<file path="src/rtl/id_ex_operandos.sv">
// ID/EX stage feeding the ALU: one registered instruction, stall/flush control,
// and (with ID_EX_FORWARDING_EN defined) EX/MEM and MEM/WB operand bypass.
//
// Ports:
//   clk, rst_n                      clock, async active-low reset
//   id_*                            decoded instruction from the decode stage
//   stall, flush                    hazard-unit hold / bubble (flush wins)
//   exmem_*, memwb_*                forwarding sources (ignored if macro undefined)
//   ex_valido, entrada1, entrada2   EX slot valid and ALU operands
//   selector, ex_rd, ex_escribe_reg ALU op, destination, write-enable
module id_ex_operandos #(
  parameter int ANCHO    = 32,
  parameter int REG_BITS = 5
) (
  input  logic                clk,
  input  logic                rst_n,
  input  logic                id_valido,
  input  logic [ANCHO-1:0]    id_dato1,
  input  logic [ANCHO-1:0]    id_dato2,
  input  logic [ANCHO-1:0]    id_inmediato,
  input  logic [REG_BITS-1:0] id_rs,
  input  logic [REG_BITS-1:0] id_rt,
  input  logic [REG_BITS-1:0] id_rd,
  input  logic                id_usa_inm,
  input  logic [2:0]          id_selector,
  input  logic                id_escribe_reg,
  input  logic                stall,
  input  logic                flush,
  input  logic                exmem_escribe,
  input  logic [REG_BITS-1:0] exmem_rd,
  input  logic [ANCHO-1:0]    exmem_res,
  input  logic                memwb_escribe,
  input  logic [REG_BITS-1:0] memwb_rd,
  input  logic [ANCHO-1:0]    memwb_dato,
  output logic                ex_valido,
  output logic [ANCHO-1:0]    entrada1,
  output logic [ANCHO-1:0]    entrada2,
  output logic [2:0]          selector,
  output logic [REG_BITS-1:0] ex_rd,
  output logic                ex_escribe_reg
);

  logic                r_valido;
  logic [ANCHO-1:0]    r_dato1;
  logic [ANCHO-1:0]    r_dato2;
  logic [ANCHO-1:0]    r_inm;
  logic [REG_BITS-1:0] r_rs;
  logic [REG_BITS-1:0] r_rt;
  logic [REG_BITS-1:0] r_rd;
  logic                r_usa_inm;
  logic [2:0]          r_sel;
  logic                r_esc;

  logic [ANCHO-1:0]    w_opa;
  logic [ANCHO-1:0]    w_opb;

`ifdef ID_EX_FORWARDING_EN
  logic w_xa, w_ma, w_xb, w_mb;

  // EX/MEM is the newer producer, so it is checked first.
  assign w_xa = r_valido && exmem_escribe &&
                exmem_rd != '0 && exmem_rd == r_rs;
  assign w_ma = r_valido && memwb_escribe &&
                memwb_rd != '0 && memwb_rd == r_rs;
  assign w_xb = r_valido && exmem_escribe &&
                exmem_rd != '0 && exmem_rd == r_rt;
  assign w_mb = r_valido && memwb_escribe &&
                memwb_rd != '0 && memwb_rd == r_rt;

  always_comb begin
    w_opa = r_dato1;
    if (w_xa)      w_opa = exmem_res;
    else if (w_ma) w_opa = memwb_dato;
  end

  always_comb begin
    w_opb = r_dato2;
    if (w_xb)      w_opb = exmem_res;
    else if (w_mb) w_opb = memwb_dato;
  end
`else
  logic w_unused;

  assign w_opa    = r_dato1;
  assign w_opb    = r_dato2;
  assign w_unused = ^{exmem_escribe, exmem_rd, exmem_res,
                      memwb_escribe, memwb_rd, memwb_dato};
`endif

  always_ff @(posedge clk or negedge rst_n) begin
    if (!rst_n) begin
      r_valido  <= 1'b0;
      r_dato1   <= '0;
      r_dato2   <= '0;
      r_inm     <= '0;
      r_rs      <= '0;
      r_rt      <= '0;
      r_rd      <= '0;
      r_usa_inm <= 1'b0;
      r_sel     <= 3'b000;
      r_esc     <= 1'b0;
    end else if (flush) begin
      // Zeroed rs/rt keep the bubble from ever matching a producer.
      r_valido <= 1'b0;
      r_esc    <= 1'b0;
      r_rs     <= '0;
      r_rt     <= '0;
    end else if (stall) begin
`ifdef ID_EX_FORWARDING_EN
      // Latch bypassed values so they survive the producer retiring.
      r_dato1 <= w_opa;
      r_dato2 <= w_opb;
`endif
    end else begin
      r_valido  <= id_valido;
      r_dato1   <= id_dato1;
      r_dato2   <= id_dato2;
      r_inm     <= id_inmediato;
      r_rs      <= id_rs;
      r_rt      <= id_rt;
      r_rd      <= id_rd;
      r_usa_inm <= id_usa_inm;
      r_sel     <= id_selector;
      r_esc     <= id_escribe_reg & id_valido;
    end
  end

  assign ex_valido      = r_valido;
  assign entrada1       = w_opa;
  assign entrada2       = r_usa_inm ? r_inm : w_opb;
  assign selector       = r_sel;
  assign ex_rd          = r_rd;
  assign ex_escribe_reg = r_esc;

endmodule

</file>
<file path="config.mk">
export PLATFORM = sky130hd
export DESIGN_NAME = id_ex_operandos
export DESIGN_NICKNAME = d
export VERILOG_FILES = /design/src/rtl/id_ex_operandos.sv
export SDC_FILE = /design/constraint.sdc
export NUM_CORES = 1
export LEC_CHECK = 0
export CAP_MARGIN = 10
export CORE_MARGIN = 4
export CORE_UTILIZATION = 38
export DETAILED_ROUTE_END_ITERATION = 7
export PLACE_DENSITY = 0.81
export REMOVE_ABC_BUFFERS = 1
export SYNTH_ARGS = -nofsm -noshare
export SYNTH_HDL_FRONTEND = slang
export SYNTH_SLANG_ARGS = --single-unit
export TNS_END_PERCENT = 1
</file>
<file path="constraint.sdc">
create_clock -name clk -period 1.8 [get_ports clk]
set_input_delay 0.54 -clock clk [delete_from_list [all_inputs] [get_ports clk]]
set_output_delay 0.54 -clock clk [all_outputs]
set_load 0.005 [all_outputs]
</file>
==> summary.log, run 1 <==
[status] status finished with violations
[status] violations in the final reports negative setup slack
[power] combinational fraction of design power 26.3%
[clocking] Reg clk slew, reported paths 0.07 ns
[synthesis] most area-consuming cells after synthesis dfrtp_1, mux2_2, mux2_4
[synthesis] main combinational cell family by area after synthesis multiplexers
[synthesis] area of the mapped netlist 0.004561 mm^2
[layout] post-route insts no fill 607
[power] sequential share of power 44.2%
[synthesis] post-synthesis mux area share 38.16%
[clocking] clock buffer depth 2
[layout] number of nets in the layout 657
[placement] placed wire-length estimate after detailed placement 7718 um
[layout] signed area change from the synthesized netlist to the final layout 52.24%
[die] Core Rows 39
[grt] All-Layer GR Usage 16.04%
[setup_path] CP max FO 6
[sta] Worst Tran Pin Value 0.3167 ns
[clocking] number of clock sinks 107
[sta] crit path setup slack, layout -0.2142 ns
[die] Starting Density 39.44%
[grt] first-pass GRT wire length 17770 um
[setup_path] chain of cells forming the critical path buf_6 -> buf_16 -> mux2_4 -> buf_6
[grt] largest net degree at the start of global routing 59
[setup_path] type of element capturing the critical path primary output
[clocking] CTS Buf Count 9
[routing] routed wire length 10980 um
[layout] diodes inserted 0
[die] area of the placeable core 0.01156 mm^2
[sta] final worst path period share 111.9%
[synthesis] XOR/XNOR share of the synthesized area 0%
[power] internal cell power 0.005130 W
[setup_path] slowest stage delay, CP 0.43 ns
[synthesis] average footprint of a synthesized cell 17.21 um^2
[sta] setup repair after global routing missed its margin true
[setup_path] Data arrival, critical path 1.47 ns
[die] y dimension of the die 117.6 um
[routing] violation count after the first detailed-routing iteration 148
[routing] Vias 2889
[sta] Max Clk Rate 0.4965 GHz
[synthesis] count of yosys warnings during synthesis 0
[routing] mean routed wirelength per cell 18.09 um
[clocking] Skew-Pair Late Insertion Delay 0.34 ns
[sta] Max Clock Skew 0 ns
[routing] detailed-routing iteration count for the pre-antenna-repair pass 4
[routing] Antenna Nets Post-Route 0
[sta] headroom to the max-slew limit 78.88%
[die] Die Footprint 0.01382 mm^2
[synthesis] share of the yosys chip area belonging to registers 58.71%
[synthesis] number of distinct library cells after synthesis 12
[grt] vias in the first global route 3347
[setup_path] crit-path most repeated cell buf_6
[sta] number of slew-limit violations in the final report 0
[clocking] clock tree root buffer cell clkbuf_16
[sta] Setup violations, final 32
[synthesis] area share of fa/ha/maj cells after synthesis 0%
[grt] number of antenna violations at the first check in global routing 0
[power] maximum ir drop on the vdd rail 0.8492 mV
[power] total leakage power 3.086 nW
[synthesis] cell type contributing the most total cell area after synthesis dfrtp_1
[placement] final weighted congestion of routability-driven global placement 0.6950
[power] Clk network pwr share 29.5%
[routing] vias per inst 4.759
[sta] minimum period implied by the final worst setup slack 2.014 ns
[clocking] TritonCTS clock tree built
[clocking] hold-fix buffers at CTS 0
[power] NetSw 0.001535 W
[synthesis] count of mapped cells out of synthesis 265
[die] width of the die 117.6 um
[die] count of boundary I/O pins 271
[synthesis] number of synthesized register bits 107
[setup_path] cell with the largest stage delay on the worst path dfrtp_2
[worst_hold_path] classification of the worst-slack hold path input port to asynchronous set/reset pin
[layout] fraction of final layout cells sized beyond drive strength 1 43.10%
[setup_path] Setup crit start kind flop
[sta] Min Hold Slack 0.1892 ns
[placement] Port Buffers 184
[synthesis] top-area cell type share of the netlist area 58.71%
[setup_path] worst-case reg-to-reg path depth 3
[synthesis] synthesized-area fraction occupied by ao, oa, aoi and oai cells 0.1097%
[grt] GR Overflow Total 0
[power] switching share of power 23.03%
[setup_path] Setup Crit Path Kind flop to primary output
[power] pwr dens 960.0 mW/mm^2
[sta] final hold violation count 0
[placement] dpl cells 586
[clocking] H-tree Lvls 3
[synthesis] Synth Area in Simple Gates 0.5761%
[routing] DRC violation count after routing 0
[setup_path] CP Data Required Time 1.26 ns
[sta] aggregate negative setup slack -5.743 ns
[run] number of maximum-capacitance violations 0
## synthesized netlist by cell type
library cell  instances
nor2_4                1
clkbuf_1              1
nor2_1                1
mux2_4               50
mux2i_1               1
buf_6                 6
nand2_1               1
nand3b_1              1
a21oi_1               1
mux2_2               87
buf_2                 8
dfrtp_1             107
## per-layer routing
metal,part of all wire (%),GRT usage [%],vias to the layer above
met5,0,0,-
met1,42,19.34,1429
met2,50,26.91,118
met3,7.7,6.343,10
li1,-,-,1332
met4,0.90,4.176,0
## critical path: cells and delay by family (launching register included)
family | cells | cell delay (ns)
buffers and inverters | 3 | 0.40
flip-flops | 1 | 0.43
multiplexers | 1 | 0.30
## what timing repair did
action	4_1_cts	5_1_grt
gates resized for setup	144	14
setup endpoints to repair	32	41
cloned	3	0
setup buffers	4	0
## layout make-up
class	instances	area, um^2
multi-input combinational	143	1783
tap	143	178.9
clock buffer	13	260.3
timing repair buffer	199	2007
fill	897	4622
clock inverter	2	35.03
sequential	107	2679
## cells in the final DEF (no fill, tap or decap), types with 2 or more instances in the layout
cell	Yosys	layout
clkdlybuf4s50_1	0	142
buf_4	0	6
clkbuf_8	0	2
buf_6	6	12
dfrtp_1	107	106
buf_16	0	3
clkbuf_1	1	2
mux2_4	50	53
dlymetal6s2s_1	0	9
mux2_2	87	84
buf_2	8	22
clkbuf_16	0	9
buf_12	0	5
## path summary, 6_finish.rpt
check | slack (ns) | endpoint | from
max reg2reg | 0.72 | r_usa_inm | r_usa_inm
min | 0.19 | entrada1[22] | rst_n
min reg2reg | 0.50 | r_dato2[2] | r_dato2[2]
min in group clk | 0.50 | r_dato2[2] | r_dato2[2]
max | -0.21 | entrada2[17] | r_usa_inm
max in group asynchronous | 1.33 | r_dato2[26] | rst_n
## cells by family (layout without fill, tap and decap cells)
group                  count (synthesis)  in the layout
multiplexers                         138            138
AO/OA/AOI/OAI                          1              1
buffers and inverters                 15            214
AND/OR/NAND/NOR                        4              4
flip-flops                           107            107
## power groups by stage
stage                     Sequential, W  Clock [W]  Combinational [W]
final                           0.00295    0.00197            0.00175
after global routing            0.00299    0.00213            0.00188
after CTS                       0.00295    0.00204            0.00177
after detailed placement        0.00298          0            0.00177
after global placement          0.00295          0            0.00174
after floorplan                 0.00297          0           0.000707
## per-stage QoR
| stage | setup slack, ns | power [W] | instance area, um^2 | util [%] |
|---|---|---|---|---|
| floorplan | -1.255 | 0.003681 | 4449 | - |
| global placement | -0.2540 | 0.004690 | 6598 | 57.05 |
| detailed placement | -0.2852 | 0.004753 | 6598 | 57.05 |
| CTS | -0.2350 | 0.006759 | 6907 | 59.72 |
| global route | -0.2589 | 0.007000 | 6943 | 60.03 |
| finish | -0.2142 | 0.006665 | 6943 | 60.03 |
Note: power is estimated with default switching activity, not from simulation.
==> run 2, diff against run 1 <==
--- a/config.mk
+++ b/config.mk
@@ -7,9 +7,9 @@
 export LEC_CHECK = 0
 export CAP_MARGIN = 10
 export CORE_MARGIN = 4
-export CORE_UTILIZATION = 38
+export CORE_UTILIZATION = 41
 export DETAILED_ROUTE_END_ITERATION = 7
-export PLACE_DENSITY = 0.81
+export PLACE_DENSITY = 0.87
 export REMOVE_ABC_BUFFERS = 1
 export SYNTH_ARGS = -nofsm -noshare
 export SYNTH_HDL_FRONTEND = slang
==> constraint.sdc (replaced) <==
create_clock -name clk -period 2.5 [get_ports clk]
set_input_delay 0.75 -clock clk [delete_from_list [all_inputs] [get_ports clk]]
set_output_delay 0.75 -clock clk [all_outputs]
set_load 0.005 [all_outputs]
==> run 2 against run 1 <==
  * The run now ends clean
  * Count of clock-buffer cells in the layout up 1
  * Critical path depth down 1
  * Core utilization up 1.6 points
  * Global-route usage up 0.67 points
  * Routed wire length down 3.6%
  * Hold slack better by 0.16 ns
  * Critical path type unchanged
  * Critical endpoint is now entrada2[26]
  * Largest cell class unchanged
  * Largest power group unchanged
  * Highest routed layer unchanged
==> summary.log, run 2 (synthesis gave the netlist of run 1 again) <==
[status] status completed
[layout] signed area change from the synthesized netlist to the final layout 46.61%
[power] pwr dens 630.2 mW/mm^2 [-34%]
[routing] routed wire length 10580 um [-3.6%]
[die] Starting Density 42.07% [+2.6 points]
[die] Core Rows 38 [-2.6%]
[power] overall power consumption 0.004214 W [-37%]
[sta] setup repair after global routing missed its margin false
[setup_path] slowest stage delay, CP 0.44 ns [about the same]
[sta] number of slew-limit violations in the final report 0 [unchanged]
[grt] number of antenna violations at the first check in global routing 0 [unchanged]
[setup_path] chain of cells forming the critical path buf_12 -> mux2_2 -> dlygate4sd2_1
[placement] Port Buffers 184 [unchanged]
[layout] most frequent standard cell in the layout excluding fill and tap cells clkdlybuf4s50_1
[routing] detailed-routing iteration count for the pre-antenna-repair pass 4 [unchanged]
[layout] post-route insts no fill 596 [-1.8%]
[worst_hold_path] classification of the worst-slack hold path input port to asynchronous set/reset pin
[layout] highest-count cells in the layout ignoring fill and taps clkdlybuf4s50_1, dfrtp_1, mux2_2
[clocking] number of clock sinks 107 [unchanged]
[grt] vias in the first global route 3277 [-2.1%]
[power] maximum ir drop on the vdd rail 0.2991 mV [-65%]
[sta] headroom to the max-slew limit 65.85% [-13 points]
[setup_path] Setup crit start kind flop
[routing] DRC violation count after routing 0 [unchanged]
[die] count of boundary I/O pins 271 [unchanged]
[setup_path] r2r startpoint r_usa_inm
[setup_path] type of element capturing the critical path primary output
[grt] GR Overflow Total 0 [unchanged]
[die] y dimension of the die 113.5 um [-3.5%]
[sta] final worst path period share 94.58%
[die] area of the placeable core 0.01084 mm^2 [-6.3%]
[run] number of maximum-capacitance violations 0 [unchanged]
[placement] placed wire-length estimate after detailed placement 7834 um [+1.5%]
[clocking] clock buffer depth 2 [unchanged]
[layout] area taken by multi-input logic gates 0.001772 mm^2 [-0.63%]
[grt] first-pass GRT wire length 16820 um [-5.4%]
[clocking] Reg clk slew, reported paths 0.10 ns [+0.03 ns]
[placement] dpl cells 580 [-1.0%]
[die] width of the die 113.5 um [-3.5%]
[power] total leakage power 2.872 nW [-7.0%]
[placement] final weighted congestion of routability-driven global placement 0.7595 [+9.3%]
[clocking] clock tree root buffer cell clkbuf_8
[grt] largest net degree at the start of global routing 55 [-6.8%]
[routing] vias per inst 4.743 [-0.34%]
[clocking] H-tree Lvls 3 [unchanged]
[setup_path] CP max FO 17 [+11]
[clocking] buffers inserted by post-CTS timing repair 0 [-4]
[routing] Vias 2827 [-2.1%]
[routing] violation count after the first detailed-routing iteration 101 [-32%]
[layout] FF+latch area 0.002678 mm^2 [about the same]
[setup_path] Setup Crit Path Kind flop to primary output
[setup_path] worst-case reg-to-reg path depth 2 [-1]
[layout] number of nets in the layout 648 [-1.4%]
[layout] fraction of final layout cells sized beyond drive strength 1 34.21% [-8.9 points]
[grt] All-Layer GR Usage 16.72% [+0.67 points]
[sta] minimum period implied by the final worst setup slack 2.364 ns
[die] Die Footprint 0.01287 mm^2 [-6.8%]
[setup_path] cell with the largest stage delay on the worst path dfrtp_1
[setup_path] worst setup path startpoint r_usa_inm
[setup_path] Data arrival, critical path 1.61 ns [+0.14 ns]
[clocking] TritonCTS clock tree built
[sta] Max Clock Skew 0 ns [unchanged]
[routing] mean routed wirelength per cell 17.75 um [-1.9%]
[sta] Worst Tran Pin Value 0.5123 ns [+0.1956 ns]
[setup_path] CP Data Required Time 1.75 ns [+0.49 ns]
[clocking] CTS Buf Count 9 [unchanged]
[sta] Setup violations, final 0 [-100%]
[clocking] Skew-Pair Late Insertion Delay 0.36 ns [+0.02 ns]
[layout] number of filler cells placed in the layout 863 [-3.8%]
[routing] Antenna Nets Post-Route 0 [unchanged]
[layout] diodes inserted 0 [unchanged]
[sta] final hold violation count 0 [unchanged]
[sta] Max Clk Rate 0.4229 GHz
==> run 2: changes by cell type in the layout (fill, tap and decap cells not counted), sizes merged <==
cell | before | now
dlymetal6s2s | 9 | 0
bufinv | 1 | 0
clkbuf | 13 | 14
clkdlybuf4s50 | 142 | 151
clkinvlp | 0 | 1
buf | 48 | 7
dlygate4sd2 | 0 | 32
==> run 2: timing repair <==
action | 4_1_cts | 5_1_grt
endpoints found under the setup margin | 32 | 0
hold buffers | 0 | 0
resized for setup | 32 | 0
==> run 2: final cells by class <==
type / instances / area share (%)
clock buffers: 14 / 2.133
clock inverters: 2 / 0.1871
well taps: 140 / 2.620
multi-input cells: 143 / 26.50
repair buffers: 190 / 28.52
flip-flops and latches: 107 / 40.04
==> run 2: where the power goes <==
group,total (W),switching (W),internal (W)
clock network,0.000922,0.000558,0.000365
registers,0.00212,0.000137,0.00198
logic,0.00117,0.000348,0.000825
==> run 2: per-layer routing <==
layer / routed length, um / share of wire (%) / vias up / track usage [%]
li1: - / - / 1306 / -
met1: 4462 / 42 / 1388 / 20.85
met2: 5068 / 48 / 120 / 26.82
met3: 870 / 8.2 / 13 / 6.048
met4: 180 / 1.7 / 0 / 6.090
met5: 0 / 0 / - / 0
==> run 2: final timing paths <==
path	slack (ns)	to
min reg2reg	0.51	r_dato2[3]
max in group asynchronous	1.46	r_inm[13]
min in group clk	0.51	r_dato2[3]
min	0.35	entrada1[19]
max	0.14	entrada2[26]
max reg2reg	1.52	r_usa_inm
==> run 2: critical path: cells and delay by family, from the launching register on <==
family   cells  cell delay [ns]
flops        1             0.44
buf+inv      2             0.46
mux          1             0.34
==> run 2: per-stage QoR <==
step	hold WS, ns	instance area, um^2	util [%]	setup WS, ns	setup TNS [ns]
after floorplan	0.4544	4449	-	-0.7646	-75.13
after global placement	0.4827	6571	60.62	0.1932	0
after detailed placement	0.4922	6571	60.62	0.1721	0
after CTS	0.3446	6686	61.68	0.1002	0
after global routing	0.3628	6686	61.68	0.04312	0
final	0.3461	6686	61.68	0.1355	0
==> run 3, diff against run 2 <==
--- a/config.mk
+++ b/config.mk
@@ -6,9 +6,11 @@
 export NUM_CORES = 1
 export LEC_CHECK = 0
 export CAP_MARGIN = 10
+export CORE_ASPECT_RATIO = 1.75
 export CORE_MARGIN = 4
 export CORE_UTILIZATION = 41
 export DETAILED_ROUTE_END_ITERATION = 7
+export HOLD_SLACK_MARGIN = 0.15
 export PLACE_DENSITY = 0.87
 export REMOVE_ABC_BUFFERS = 1
 export SYNTH_ARGS = -nofsm -noshare
==> run 3 against run 2 <==
  * Count of clock-buffer cells in the layout down 5
  * Die area increased by 0.52%
  * First-iteration DRC count decreased by 70%
  * Sequential power about the same
  * Hold slack got worse by 0.049 ns
  * Clock power up 42%
  * Global-route usage up 1.2 points
  * Sequential share of layout area decreased by 1.2 points
  * Routed wire length up 6.8%
  * Combinational power increased by 3%
  * Cell area increased by 3.1%
  * Non-clock buffer count grew 7
  * Critical endpoint is now entrada2[25]
==> summary.log, run 3 (synthesis gave the netlist of run 1 again) <==
[setup_path] Largest delay share family, worst path buffers and inverters
[routing] mean routed wirelength per cell 19.05 um [+7.3%]
[setup_path] Setup crit start kind flop
[setup_path] cell with the largest stage delay on the worst path dfrtp_2
[sta] minimum period implied by the final worst setup slack 2.325 ns [-0.03904 ns]
[clocking] CTS Buf Count 9 [unchanged]
[die] y dimension of the die 147.5 um [+30%]
[sta] final hold violation count 0 [unchanged]
[routing] vias per inst 4.895 [+3.2%]
[clocking] Reg clk slew, reported paths 0.07 ns [-0.03 ns]
[run] number of maximum-capacitance violations 0 [unchanged]
[routing] Vias 2903 [+2.7%]
[routing] Antenna Nets Post-Route 0 [unchanged]
[die] Starting Density 42.14% [+0.068 points]
[clocking] H-tree Lvls 3 [unchanged]
[grt] number of antenna violations at the first check in global routing 0 [unchanged]
[power] NetSw 0.001131 W [+8.5%]
[power] total leakage power 2.982 nW [+3.9%]
[clocking] TritonCTS clock tree built
[placement] worst slack at placement 0.1635 ns [-0.008555 ns]
[sta] crit path setup slack, layout 0.1746 ns [+0.03904 ns]
[grt] largest net degree at the start of global routing 59 [+7.3%]
[clocking] clock buffer depth 2 [unchanged]
[power] Clk network pwr share 28.2% [+6.3 points]
[clocking] number of clock sinks 107 [unchanged]
[clocking] buffers inserted by post-CTS timing repair 0 [unchanged]
[power] sequential share of power 45.8% [-4.5 points]
[routing] violation count after the first detailed-routing iteration 30 [-70%]
[layout] diodes inserted 0 [unchanged]
[setup_path] CP Data Required Time 1.75 ns [about the same]
[routing] routed wire length 11300 um [+6.8%]
[sta] Worst Tran Pin Value 0.3689 ns [-0.1434 ns]
[die] count of boundary I/O pins 271 [unchanged]
[die] Core Rows 50 [+32%]
[layout] final core utilization 63.71% [+2.0 points]
[placement] final weighted congestion of routability-driven global placement 0.7194 [-5.3%]
[sta] headroom to the max-slew limit 75.41% [+9.6 points]
[layout] most frequent standard cell in the layout excluding fill and tap cells clkdlybuf4s50_1
[setup_path] Setup Crit Path Kind flop to primary output
[status] status completed
[setup_path] slowest stage delay, CP 0.43 ns [about the same]
[sta] number of slew-limit violations in the final report 0 [unchanged]
[setup_path] number of buffers and inverters on the critical path 2 [unchanged]
[power] combinational fraction of design power 26.0% [-1.8 points]
[grt] first-pass GRT wire length 17750 um [+5.5%]
[sta] setup repair after global routing missed its margin false
[sta] final worst path period share 93.02% [-1.6 points]
[layout] fraction of final layout cells sized beyond drive strength 1 36.50% [+2.3 points]
[sta] Max Clk Rate 0.4300 GHz [+1.7%]
[routing] DRC violation count after routing 0 [unchanged]
[grt] All-Layer GR Usage 17.93% [+1.2 points]
[sta] Max Clock Skew 0 ns [unchanged]
[routing] detailed-routing iteration count for the pre-antenna-repair pass 3 [-1]
[die] Die Footprint 0.01294 mm^2 [+0.52%]
[layout] number of nets in the layout 655 [+1.1%]
[placement] placed wire-length estimate after detailed placement 8581 um [+9.5%]
[layout] post-route insts no fill 593 [-0.50%]
[power] pwr dens 672.9 mW/mm^2 [+6.8%]
[power] internal cell power 0.003509 W [+11%]
[worst_hold_path] classification of the worst-slack hold path input port to asynchronous set/reset pin
[die] area of the placeable core 0.01082 mm^2 [-0.16%]
[clocking] clock tree root buffer cell clkbuf_16
[setup_path] Data arrival, critical path 1.58 ns [-0.03 ns]
[sta] Setup violations, final 0 [unchanged]
[layout] signed area change from the synthesized netlist to the final layout 51.19%
[die] width of the die 87.73 um [-23%]
[setup_path] chain of cells forming the critical path buf_12 -> mux2_2 -> dlygate4sd2_1
[setup_path] CP max FO 17 [unchanged]
[placement] Port Buffers 184 [unchanged]
[placement] dpl cells 576 [-0.69%]
[grt] vias in the first global route 3403 [+3.8%]
[power] switching share of power 24.37% [-0.36 points]
[setup_path] type of element capturing the critical path primary output
[clocking] Skew-Pair Late Insertion Delay 0.33 ns [-0.03 ns]
[layout] number of filler cells placed in the layout 818 [-5.2%]
[power] maximum ir drop on the vdd rail 0.4494 mV [+50%]
[grt] GR Overflow Total 0 [unchanged]
[layout] highest-count cells in the layout ignoring fill and taps clkdlybuf4s50_1, dfrtp_1, mux2_2
[run 3: layout make-up]
type / instances / area, um^2 / share of cell area [%]
Tap cell: 130 / 162.7 / 2.359
Sequential cell: 107 / 2679 / 38.85
Multi-Input combinational cell: 143 / 1772 / 25.69
Clock buffer: 9 / 225.2 / 3.266
Timing Repair Buffer: 197 / 2004 / 29.07
Clock inverter: 7 / 52.55 / 0.7621
[run 3: layer usage]
metal	track usage [%]	vias to the layer above	wire length (um)
met2	33.08	102	6447
met4	7.757	0	354
met5	0	-	0
li1	-	1325	-
met3	4.016	21	655
met1	18.80	1455	3839
[run 3: through the flow]
stage | setup TNS [ns] | cell area, um^2 | hold slack (ns) | power, W
2_1_floorplan | -75.13 | 4449 | 0.4544 | 0.002650
3_3_place_gp | 0 | 6629 | 0.4830 | 0.003395
3_5_place_dp | 0 | 6629 | 0.4916 | 0.003449
4_1_cts | 0 | 6895 | 0.2897 | 0.004724
5_1_grt | 0 | 6895 | 0.2991 | 0.004881
6_report | 0 | 6895 | 0.2973 | 0.004640
[run 3: worst paths after layout]
path                            from           end  slack, ns  depth (start not counted)
max                        r_usa_inm  entrada2[25]       0.17                          3
min                            rst_n   r_dato2[17]       0.30                          1
max reg2reg                r_usa_inm     r_usa_inm       1.49                          2
min reg2reg                r_inm[24]     r_inm[24]       0.51                          1
max in group asynchronous      rst_n   r_dato2[29]       1.53                          2
min in group clk           r_inm[24]     r_inm[24]       0.51                          1
[run 3: worst register-to-register path: cells and delay by family (launching register included)]
kind / cells / cell delay (ns)
mux: 1 / 0.26
flops: 1 / 0.45
buf+inv: 1 / 0.18
[run 3: power groups by stage]
stage          logic [W]  clock network (W)  registers, W
2_1_floorplan   0.000509                  0       0.00214
3_3_place_gp     0.00127                  0       0.00213
3_5_place_dp     0.00130                  0       0.00215
4_1_cts          0.00124            0.00136       0.00212
5_1_grt          0.00129            0.00143       0.00216
6_report         0.00121            0.00131       0.00212
[run 3: repair_timing]
| item | in CTS | in global routing |
|---|---|---|
| setup endpoints to repair | 32 | 0 |
| resized for setup | 34 | 0 |
| hold buffers | 0 | 0 |
